$ cat src/rtl/serial_adder.sv
// serial_adder: bit-serial adder, one full-adder slice per clock, LSB first.
// Operand pair enters over a valid/ready handshake; sum and carry-out leave over a second one.
module serial_adder #(
  parameter int WIDTH = 8
) (
  input  logic             clk,
  input  logic             rst,
  input  logic             in_valid,
  output logic             in_ready,
  input  logic [WIDTH-1:0] a,
  input  logic [WIDTH-1:0] b,
  input  logic             cin,
  output logic             out_valid,
  input  logic             out_ready,
  output logic [WIDTH-1:0] sum,
  output logic             cout
);
  // state | meaning
  // IDLE  | waiting for an operand pair, in_ready=1
  // RUN   | one bit slice per cycle, exactly WIDTH cycles
  // DONE  | result presented, out_valid=1 until out_ready
  localparam int CW = $clog2(WIDTH) + 1;
  localparam logic [CW-1:0] LAST = CW'(WIDTH - 1);

  typedef enum logic [1:0] {S_IDLE, S_RUN, S_DONE} state_t;

  state_t           r_state;
  state_t           w_state_nxt;
  logic [WIDTH-1:0] r_a_sr;
  logic [WIDTH-1:0] r_b_sr;
  logic             r_carry;
  logic [CW-1:0]    r_cnt;
  logic [WIDTH-1:0] r_sum;
  logic             r_cout;

  logic             w_s;
  logic             w_carry_nxt;
  logic             w_last;
  logic [WIDTH-1:0] w_sum_nxt;

  assign w_s         = r_a_sr[0] ^ r_b_sr[0] ^ r_carry;
  assign w_carry_nxt = (r_a_sr[0] & r_b_sr[0]) | (r_a_sr[0] & r_carry) | (r_b_sr[0] & r_carry);
  assign w_last      = (r_cnt == LAST);

  // Only the upper WIDTH-1 collected bits need storage; the newest bit joins on the final edge.
  generate
    if (WIDTH == 1) begin : g_one
      assign w_sum_nxt = w_s;
    end else begin : g_multi
      logic [WIDTH-2:0] r_sum_sr;
      always_ff @(posedge clk) begin
        if (rst) begin
          r_sum_sr <= '0;
        end else if (r_state == S_RUN) begin
          r_sum_sr <= w_sum_nxt[WIDTH-1:1];
        end
      end
      assign w_sum_nxt = {w_s, r_sum_sr};
    end
  endgenerate

  always_ff @(posedge clk) begin
    if (rst) begin
      r_state <= S_IDLE;
    end else begin
      r_state <= w_state_nxt;
    end
  end

  always_comb begin
    w_state_nxt = r_state;
    case (r_state)
      S_IDLE:  if (in_valid)  w_state_nxt = S_RUN;
      S_RUN:   if (w_last)    w_state_nxt = S_DONE;
      S_DONE:  if (out_ready) w_state_nxt = S_IDLE;
      default: w_state_nxt = S_IDLE;
    endcase
  end

  always_ff @(posedge clk) begin
    if (rst) begin
      r_a_sr  <= '0;
      r_b_sr  <= '0;
      r_carry <= 1'b0;
      r_cnt   <= '0;
      r_sum   <= '0;
      r_cout  <= 1'b0;
    end else begin
      case (r_state)
        S_IDLE: begin
          if (in_valid) begin
            r_a_sr  <= a;
            r_b_sr  <= b;
            r_carry <= cin;
            r_cnt   <= '0;
          end
        end
        S_RUN: begin
          r_a_sr  <= r_a_sr >> 1;
          r_b_sr  <= r_b_sr >> 1;
          r_carry <= w_carry_nxt;
          r_cnt   <= r_cnt + CW'(1);
          if (w_last) begin
            r_sum  <= w_sum_nxt;
            r_cout <= w_carry_nxt;
          end
        end
        default: ;
      endcase
    end
  end

  assign in_ready  = (r_state == S_IDLE);
  assign out_valid = (r_state == S_DONE);
  assign sum       = r_sum;
  assign cout      = r_cout;

endmodule

$ cat config.mk
export PLATFORM = sky130hd
export DESIGN_NAME = serial_adder
export DESIGN_NICKNAME = d
export VERILOG_FILES = /design/src/rtl/serial_adder.sv
export SDC_FILE = /design/constraint.sdc
export NUM_CORES = 1
export LEC_CHECK = 0
export CAP_MARGIN = 20
export CELL_PAD_IN_SITES_DETAIL_PLACEMENT = 1
export CELL_PAD_IN_SITES_GLOBAL_PLACEMENT = 1
export CORE_MARGIN = 5
export CORE_UTILIZATION = 25
export CTS_CLUSTER_SIZE = 12
export DETAILED_ROUTE_END_ITERATION = 16
export PLACE_DENSITY_LB_ADDON = 0.2
export SLEW_MARGIN = 30
export SYNTH_ARGS = -nofsm -noshare
export SYNTH_HDL_FRONTEND = slang
export SYNTH_SLANG_ARGS = --single-unit
export TNS_END_PERCENT = 50
$ cat constraint.sdc
create_clock -name clk -period 2.6 [get_ports clk]
set_input_delay 0.26 -clock clk [delete_from_list [all_inputs] [get_ports clk]]
set_output_delay 0.26 -clock clk [all_outputs]
set_load 0.01 [all_outputs]
==> summary.md <==
| Metric | Value |
|---|---|
| I/O pins | 32 |
| Core ar. | 0.00725 mm² |
| F_max | 515 MHz |
| Crit path largest cell delay | 0.56 ns |
| Antenna cells | 0 |
| Final Hold Viols | 0 |
| # port buffers | 31 |
| # Max-Cap Violations | 0 |
| Status | finished, final reports clean |
| Syn Area/Cell | 8.58 µm² |
| Final min period | 1.94 ns |
| Worst-Skew Late Latency | 0.29 ns |
| #FFs+latches synth | 39 |
| RSZ-0062 raised after global routing | no |
| Period utilization | 0.746 |
| Power per Cell Area | 574 mW/mm² |
| Peak VDD IR | 202 µV |
| Synth top area share | 0.421 |
| Critical Path Fanout Max | 28 |
| Die ar. | 0.00923 mm² |
| DP Worst Slack | 0.777 ns |
| GRT overflow | 0 |
| Total power | 1.34 mW |
| Crit-path cells | buf_4 > nor2b_1 > clkdlybuf4s50_1 |
| Die Height | 96.1 µm |
| Post-route cell area | 0.00234 mm² |
| Cell Rows | 31 |
| Pin count of the biggest net entering global routing | 41 |
| Unique masters post-synth | 33 |
| Num CTS Buffers | 5 |
| Routed vias/inst | 4.67 |
| Max-slew violations | 0 |
| Nets | 262 |
| Mapped Area | 0.00185 mm² |
| Final setup violation count | 0 |
| Area growth syn-to-layout | 26.2% |
| 1st-pass router iterations | 4 |
| TNS Setup | 0 ns |
| Worst setup SP type | flop |
| Post-layout util | 0.322 |
| EDFF count, synth | 0 |
| Slowest CP cell | clkdlybuf4s50_1 |
| Iteration-0 DRC Markers | 48 |
| Vias in the first global route | 1,570 |
| Routed WL | 4530 µm |
| GPL Wtd Cong | 0.712 |
| Synth cell count leaders | dfxtp_1 (39), a21oi_1 (37), nand2_1 (17), nor2_1 (17), nand3_1 (11) |
| Sequential area share after synthesis | 0.421 |
| Required @ worst endpoint | 2.34 ns |
| Routed Antenna Nets | 0 |
| Detailed-route DRC error count | 0 |
| First-pass GRT wire length | 7560 µm |
| Top post-synthesis cells by area | dfxtp_1 (42%), a21oi_1 (10%), a21bo_2 (4.9%), o221a_2 (4.9%), nand2_1 (3.4%) |
| Clk slew on worst S/H paths | 0.08 ns |
| Primary FF master, synth | dfxtp_1 |
| Routed WL per cell | 13.4 µm |
| Synth area leader | dfxtp_1 |
| Max H-tree Level | 2 |
| Least-Margin Pin Slew | 0.770 ns |
| Worst setup slack after layout | 0.660 ns |
| Initial cell density of the core | 0.255 |
| GRT Resource Usage Total | 0.105 |
| Chip Width | 96.1 µm |
| Path type of the worst setup path | flop to output port |
| Placed Area | 0.00222 mm² |
| Final Skew | 0.00500 ns |
| Post-CTS Hold Buffers | 0 |
| Worst slew margin relative to its limit | 0.487 |
| CTS resizes | 0 |
| Post-DP HPWL | 2860 µm |
| Cell at the root of the clock tree | clkbuf_8 |
| Via count | 1,583 |
| Top-count cell post-synth | dfxtp_1 |
| Post-synth ARST share | 0 |
| Clk buf depth | 2 |
| Syn Nets | 239 |
| Layout cells sized above 1 | 0.167 |
| Worst EP arrival | 1.68 ns |
| Filler cell count | 876 |
| Initial antenna violation count | 0 |
| Syn. warnings | 0 |
| Crit. End Element | output port |
| CTS tree | done |
| Clock sinks | 39 |
| HP Class | flop to flop |
| Leakage | 0.860 nW |
| Synth Instances | 216 |
| Post-CTS Setup Inserts | 0 |
[per-stage QoR]
step | hold slack, ns | cells
final | 0.458 | 339
after global routing | 0.485 | 339
after CTS | 0.461 | 339
after detailed placement | 0.449 | 331
after global placement | 0.446 | 331
after floorplan | 0.437 | 216
[path summary, 6_finish.rpt]
| check | from | endpoint | slack, ns | depth (start not counted) |
|---|---|---|---|---|
| worst min-delay path | g_multi.r_sum_sr[0] | g_multi.r_sum_sr[0] | 0.46 | 2 |
| worst max-delay path | r_state[1] | out_valid | 0.66 | 3 |
| worst max register to register | r_cnt[0] | sum[0] | 0.90 | 4 |
| worst min register to register | g_multi.r_sum_sr[0] | g_multi.r_sum_sr[0] | 0.46 | 2 |
[area by class of cell]
cell class,count,area (µm²),share of cell area
multi-input combinational,148,922,0.394
tap,99,124,0.0530
clock buffer,6,82.6,0.0353
sequential,39,781,0.334
clock inverter,2,35.0,0.0150
timing repair buffer,36,360,0.154
inverter,9,33.8,0.0144
[metal layers]
layer | up-vias | track usage | wire [µm]
li1 | 799 | - | -
met2 | 24 | 0.162 | 2030
met1 | 754 | 0.138 | 2240
met4 | 0 | 0.0462 | 65
met3 | 6 | 0.0274 | 205
met5 | - | 0 | 0
[registers in the layout, indices dropped and copies added, names as in the netlist]
signal            flops
r_state               2
r_carry               1
sum                   8
r_a_sr                8
r_b_sr                8
r_cnt                 4
cout                  1
g_multi.r_sum_sr      7
[report_power, final]
part           internal (mW)  switching (mW)
combinational         0.0879          0.0789
sequential             0.625          0.0240
clock                  0.311           0.217
[layout by cell type (no fill, tap or decap), drive strengths merged, types with 2 or more instances in the layout]
cell type and count:
o22a 5, nand2 17, nor2b 5, or3b 7
a21bo 9, dfxtp 39, o221a 8, inv 9
a22oi 2, clkdlybuf4s50 31, a21oi 37, nor3 8
nor2 17, nand3 11, clkbuf 6, a211oi 2
o22ai 2, nand2b 8, buf 5
[critical path, delay by kind of cell, from the launching register on]
kind / cells / cell delay (ns)
buf+inv: 2 / 0.84
flops: 1 / 0.31
simple gates: 1 / 0.23
[cells by family after synthesis]
family	count (synthesis)	share of synthesized area
AND/OR/NAND/NOR	77	0.217
flip-flops	39	0.421
AO/OA/AOI/OAI	69	0.262
adder cells (fa/ha/maj)	2	0.0176
buffers and inverters	29	0.0824
Power figures use the tool's default switching activity.
